===== src/rtl/odo_sbox_chunk_seq.sv =====
// Chunk sequencer around a registered 6-bit sbox: feeds one 6-bit chunk per
// cycle into a single sbox instance and reassembles the substituted word.
module odo_sbox_chunk_seq #(
   parameter int NCHUNK = 10
) (
   input  logic                  clk,
   input  logic                  reset,
   input  logic                  in_valid,
   output logic                  in_ready,
   input  logic [6*NCHUNK-1:0]   in_data,
   output logic                  out_valid,
   input  logic                  out_ready,
   output logic [6*NCHUNK-1:0]   out_data,
   output logic [5:0]            sbox_in,
   input  logic [5:0]            sbox_out
);

   localparam int IW = (NCHUNK > 1) ? $clog2(NCHUNK) : 1;
   localparam logic [IW-1:0] LAST = IW'(NCHUNK - 1);

   typedef enum logic [1:0] {IDLE, FEED, DRAIN, DONE} state_t;

   state_t                  state, state_nx;
   logic [IW-1:0]           idx;
   logic [NCHUNK-1:0][5:0]  word;
   logic [NCHUNK-1:0][5:0]  res;
   logic                    cap_en;
   logic [IW-1:0]           cap_idx;

   always_ff @(posedge clk) begin
      if (reset) state <= IDLE;
      else       state <= state_nx;
   end

   always_comb begin
      state_nx = state;
      case (state)
         IDLE:    if (in_valid)       state_nx = FEED;
         FEED:    if (idx == LAST)    state_nx = DRAIN;
         DRAIN:                       state_nx = DONE;
         DONE:    if (out_ready)      state_nx = IDLE;
         default:                     state_nx = IDLE;
      endcase
   end

   assign in_ready  = (state == IDLE);
   assign out_valid = (state == DONE);
   assign out_data  = res;
   assign sbox_in   = (state == FEED) ? word[idx] : 6'h00;

   // sbox data lags the address by one cycle, so FEED at idx writes chunk idx-1
   // and DRAIN picks up the final chunk.
   assign cap_en  = ((state == FEED) && (idx != '0)) || (state == DRAIN);
   assign cap_idx = (state == DRAIN) ? LAST : idx - IW'(1);

   always_ff @(posedge clk) begin
      if (reset) begin
         idx  <= '0;
         word <= '0;
      end else begin
         case (state)
            IDLE: if (in_valid) begin
               word <= in_data;
               idx  <= '0;
            end
            FEED: idx <= (idx == LAST) ? '0 : idx + IW'(1);
            default: ;
         endcase
      end
   end

   always_ff @(posedge clk) begin
      if (reset) begin
         res <= '0;
      end else begin
         for (int i = 0; i < NCHUNK; i++)
            if (cap_en && (cap_idx == IW'(i))) res[i] <= sbox_out;
      end
   end

endmodule

===== config.mk =====
export PLATFORM = sky130hd
export DESIGN_NAME = odo_sbox_chunk_seq
export DESIGN_NICKNAME = d
export VERILOG_FILES = /design/src/rtl/odo_sbox_chunk_seq.sv
export SDC_FILE = /design/constraint.sdc
export NUM_CORES = 1
export LEC_CHECK = 0
export ABC_AREA = 1
export BUFFER_PORTS_ARGS = -buffer_cell sky130_fd_sc_hd__buf_2
export CAP_MARGIN = 20
export CORE_ASPECT_RATIO = 0.9
export CORE_MARGIN = 3
export CORE_UTILIZATION = 58
export DETAILED_ROUTE_END_ITERATION = 6
export GPL_TIMING_DRIVEN = 1
export PLACE_DENSITY = 0.95
export RECOVER_POWER = 50
export SYNTH_ARGS = -nofsm -noshare
export SYNTH_HDL_FRONTEND = slang
export SYNTH_SLANG_ARGS = --single-unit

===== constraint.sdc =====
create_clock -name clk -period 4.8 [get_ports clk]
set_input_delay 0.72 -clock clk [delete_from_list [all_inputs] [get_ports clk]]
set_output_delay 0.72 -clock clk [all_outputs]
set_load 0.01 [all_outputs]

Word level (Yosys, flattened, before mapping) --
Index checks and enable logic that the tools add are counted. Widths: inputs -> output; s select.
Word-level totals: input port bits 70, output and inout port bits 68, bits in registers 126, word-level logic and storage cells 71
Cells by class: equality and inequality tests 16, magnitude comparators 1, reductions and logical operators 19, muxes and demuxes 11, add/subtract/negate cells 2
Operator list (number):
- $bmux 6 s4 | 1
- $eq 4x3->1 const B | 4
- $eq 4x4->1 const B | 3
- $mux 4 | 3
- $mux 6 | 2
- $logic_and 1x1->1 | 11
- $eq 4x2->1 const B | 2
- $pmux 2 s4 | 1
- $pmux 4 s2 | 1
- $mux 2 | 3
- $lt 4x5->1 const B | 1
- $add 4x1->4 const B | 1
- $eq 2x2->1 const B | 2
- $eq 4x1->1 const B | 1
- $logic_not 4->1 | 1
- $ne 2x1->1 const B | 2
- $reduce_and 2->1 | 2
- $reduce_bool 4->1 | 1
- $sub 4x1->4 const B | 1
- $reduce_and 3->1 | 1
- $eq 2x1->1 const B | 1
- $logic_not 2->1 | 1
- $ne 2x2->1 const B | 1
- $reduce_bool 2->1 | 1
- $logic_or 1x1->1 | 1

Depth between registers and ports, before layout --
word-level depth 4, gate-level depth with buffers 13, mapped depth without buffers 11

Least setup slack after synthesis --
No wires, ideal clock.
path kind flip-flop to output port, start point register idx[0], end point output sbox_in[5], setup slack 2.811 ns, path buffers 2, cell stages (with the launch flop) 10, required time 4.080 ns, arrival 1.269 ns, cell sequence dfxtp_1 -> buf_4 -> inv_4 -> clkbuf_1 -> nor2_1 -> o22ai_1 -> nand2_1 -> nand3_1 -> nand2_1 -> inv_1
Between the ends: word-level cells in the longest chain between the ends 3
Ends and longest elaborated chain:
- from (decl) | RTL line 24 | logic [IW-1:0] idx;
- from (signal assigned) | RTL line 66 | FEED: idx <= (idx == LAST) ? '0 : idx + IW'(1);
- $bmux 6 s4 | RTL line 49 | assign sbox_in = (state == FEED) ? word[idx] : 6'h00;
- $mux 6 (not written as such) | RTL line 49
- $mux 6 | RTL line 49
- to (decl) | RTL line 14 | output logic [5:0] sbox_in,
Every way passes these cells. The select of a mux whose other input is x is not followed.

Worst setup path after layout --
start point register state[0], end point register idx[1]
Between the ends: word-level cells in the longest chain between the ends 3, elaborated cells between the ends (all ways) 6, those cells by class eq/ne: 2; mux: 1; reduce/logical: 3
Ends and longest elaborated chain:
- from (decl) | RTL line 23 | state_t state, state_nx;
- from (signal assigned) | RTL line 32 | else state <= state_nx;
- $eq 2x1->1 or $logic_not 2->1 (tied branches) | RTL line 61 | case (state)
- $reduce_bool 2->1 (no line) or $ne 2x2->1 (tied branches)
- $reduce_and 2->1 (no line)
Parallel ways exist; a longest one is shown, timed or not. A chain may end at the register's enable or synchronous reset.

==> metrics.md <==
| Metric | Value |
|---|---|
| Pwr per Cell Area | ~600 nW/um^2 |
| Wire length of the first global-routing pass | roughly 27 mm |
| Total Wirelength | 16.6 mm |
| Die area | approximately 11,000 sq um |
| Power, Total | 4.16 mW |
| Peak supply drop | about 600 uV |
| Sequential share of the synthesized area | a little over two fifths |
| Global Route Usage Sum | between 20% and 30% |
| Cell internal pwr | 2.59 mW |
| Max-cap check violation count | 1 |
| Min-delay src | reset |
| Clock skew | around 0.0098 ns |
| Reg clk slew, reported paths | 0.06 ns |
| I/O Buffers | 137 |
| Setup violations, final | 0 |
| Syn nets | 895 |
| R2R Setup Slk | ~1.1 ns |
| Max_slew headroom | -32.1% |
| Combinational share of power | a little under a third |
| Syn-to-layout area delta | 21.0% |
| Static Leak | just over 3 nW |
| CP endpoint kind | flop |
| Placed cells | ~1,000 |
| Ranking of synthesized cells by area | dfxtp_1 (44%), nor2_1 (17%), o21ai_0 (8.1%), nand2_1 (7.9%), nand3_1 (5.4%) |
| Worst path cell trace | inv_1, ha_1, nand2_1, clkbuf_1, o21ai_1, inv_1, o21ai_0, a211oi_1 |
| Placer's final routability congestion estimate | ~0.84 |
| Switching Share | 37.7% |
| Aggregate global routing overflow | 0 |
| Post_cts resized | 0 |
| Fin util | between 70% and 80% |
| Site Rows | 33 |
| Clk_lat worst skew | between 0.5 and 0.6 ns |
| Mean post-synth cell area | approximately 7 sq um |
| I/O pin cnt | 138 |
| Reg-to-reg startpoint | state[0]$_SDFFE_PP0P_ |
| CP arrival | 4.16 ns |
| Yosys top cell area share | around 44% |
| DR vias/cell | between 5 and 6 |
| Minimum clock period | ~3.7 ns |
| Fmax | ~270 MHz |
| Most common cell in the synthesized netlist | nor2_1 |
| Vias | slightly below 6,000 |
| Largest net degree at the start of global routing | 75 |
| Main synth FF type | dfxtp_1 |
| TritonCTS buffer count | 17 |
| TNS Setup | 0 ns |
| Seq pwr share | between 30 and 40% |
| Worst stage delay on the critical path | ~1.4 ns |
| CTS tree | yes |
| DRC violations left | 0 |
| Yosys warns | 0 |
| Peak fanout along the critical path | between 60 and 70 |
| Crit start category | flop |
| Postcts setup bufs | 0 |
| Initial Utilization | between 60% and 70% |
| Mapped Cells | approximately 820 |
| Average wire per standard cell | 15.5 um |
| #FFs+latches synth | between 100 and 150 |
| Placeable Area | 9410 sq um |
| CTS max path bufs | 2 |
| Worst setup margin | ~1.1 ns |
| CTS Sinks | between 100 and 150 |
| Drt initial violations | roughly 670 |
| Buffers & Inverters on Critical Path | 3 |
| Initial antenna violation count | 0 |
| Crit-path most repeated cell | inv_1 |
| Horiz. Die Dim | 111 um |
| Dpl ws | 2.07 ns |
| RSZ-0062 raised after global routing | false |
| Setup CP Type | flop to flop |
| Area of the multi-input gates | approximately 2800 sq um |
| Worst path top cell family by delay | buffers and inverters |
| Min-Delay Path Class | input pin to flop |
| Share of layout cells above drive strength 1 | 16.6% |
| Synth top cells by count | nor2_1 (267), dfxtp_1 (126), nand2_1 (122), o21ai_0 (94), nand3_1 (62) |
| CTS Hold Bufs | 0 |
| Netlist Area Pre-Place | between 5000 and 6000 sq um |
| Slew Limit Fails | between 60 and 70 |
| Fraction of power consumed by the clock network | roughly 36% |
| Post-DP HPWL | 10.3 mm |
| Max stage delay cell, worst path | clkbuf_1 |
| Nets@finish | slightly above 1,000 |
| Detail Route Antenna Nets | 0 |
| FF-to-FF path depth | 8 |
| Number of hold violations in the final report | 0 |
| Status | finished with violations |
| Failing checks | max-capacitance violations, max-slew violations |
| Final Cycle Share | 77.9% |
| Number of H-tree levels | 4 |
| Ant. Diodes | 0 |
| Leading area contributor after synthesis | dfxtp_1 |
| Crit. Startpoint | state[0]$_SDFFE_PP0P_ |
| Number of global-route vias before repair | 5,619 |
| Root Buffer | clkbuf_8 |
| Share of synthesized registers carrying an async set or reset | 0% |
| Worst hold path cell count | 2 |
| DRT Pass-1 Iters | 6 |
| Critical Path RT | approximately 5.2 ns |
| P_sw | between 1.5 and 2 mW |
| Distinct cell type count after synthesis | 30 |
| Fillers | around 760 |
| Storage cell area | roughly 2500 sq um |
| Die H | approximately 100 um |
| Worst slew pin tran | 1.98 ns |
| Number of synthesized flops with an enable pin | 0 |
| Non-filler cells in the finished layout | around 1,100 |
| Cell count along the critical path | 8 |
[cells in the final DEF (no fill, tap or decap), drive strengths merged]
master | synthesis | layout
a211oi | 1 | 1
ha | 7 | 7
dfxtp | 126 | 126
nor3 | 1 | 1
buf | 22 | 78
nand3 | 67 | 67
inv | 34 | 37
o21bai | 1 | 1
bufinv | 0 | 6
nand2 | 127 | 127
xor2 | 2 | 2
clkinv | 7 | 10
nand4 | 1 | 1
a21oi | 4 | 4
o21ai | 95 | 95
o22ai | 6 | 6
nor2 | 294 | 294
clkbuf | 23 | 83
[routing by layer]
metal / vias to the layer above / wire length, um / GRT usage, %
met1: 2719 / 6600 / 36.0
met2: 342 / 7880 / 49.3
met5: - / 0 / 0
li1: 2825 / - / -
met3: 70 / 1520 / 7.44
met4: 0 / 560 / 12.2
[worst paths after layout]
check                                   end
setup / recovery        idx[1]$_SDFFE_PP0P_
hold reg to reg   out_data[41]$_SDFFE_PP0P_
hold / removal        state[0]$_SDFFE_PP0P_
setup reg to reg        idx[1]$_SDFFE_PP0P_
[power groups by stage]
stage | Clock (mW) | Combinational (mW) | Sequential [mW]
CTS | 1.47 | 1.31 | 1.36
global route | 1.52 | 1.47 | 1.38
global placement | 0 | 1.22 | 1.37
floorplan | 0 | 1.06 | 1.32
detailed placement | 0 | 1.26 | 1.37
finish | 1.48 | 1.32 | 1.36
[registers in the layout, summed over array words and instances, names as in the netlist]
signal and flops:
out_data 60, word 60, idx 4, state 2
[area by class of cell]
| cell class | count | share of cell area, % |
|---|---|---|
| Tap cell | 122 | 2.18 |
| Multi-Input combinational cell | 606 | 40.7 |
| Inverter | 41 | 2.31 |
| Sequential cell | 126 | 36.1 |
| Clock inverter | 12 | 3.27 |
| Timing Repair Buffer | 141 | 9.07 |
| Clock buffer | 20 | 6.37 |
[logic make-up (layout without fill, tap and decap cells)]
logic type	after synthesis	count (layout)	synth area share, %
compound gates	107	107	9.67
xor+xnor	2	2	0.303
fa+ha+maj	7	7	1.51
buf+inv	86	214	7.10
flops	126	126	43.6
simple gates	490	490	37.8
[worst reg2reg max path: cells and delay by family (launching register included)]
family | cells | cell delay, ns
AOI/OAI and AO/OA | 3 | 1.13
adders and majority gates | 1 | 0.28
buffers and inverters | 3 | 1.76
DFF | 1 | 0.39
and+or+nand+nor | 1 | 0.08
[per-stage QoR]
stage / hold WS [ns] / instance area (sq um)
after global placement: 0.458 / 6400
after floorplan: 0.450 / 5780
after detailed placement: 0.470 / 6400
final: 0.367 / 6990
after CTS: 0.364 / 7080
after global routing: 0.388 / 6990
(Power assumes the default switching activity.)
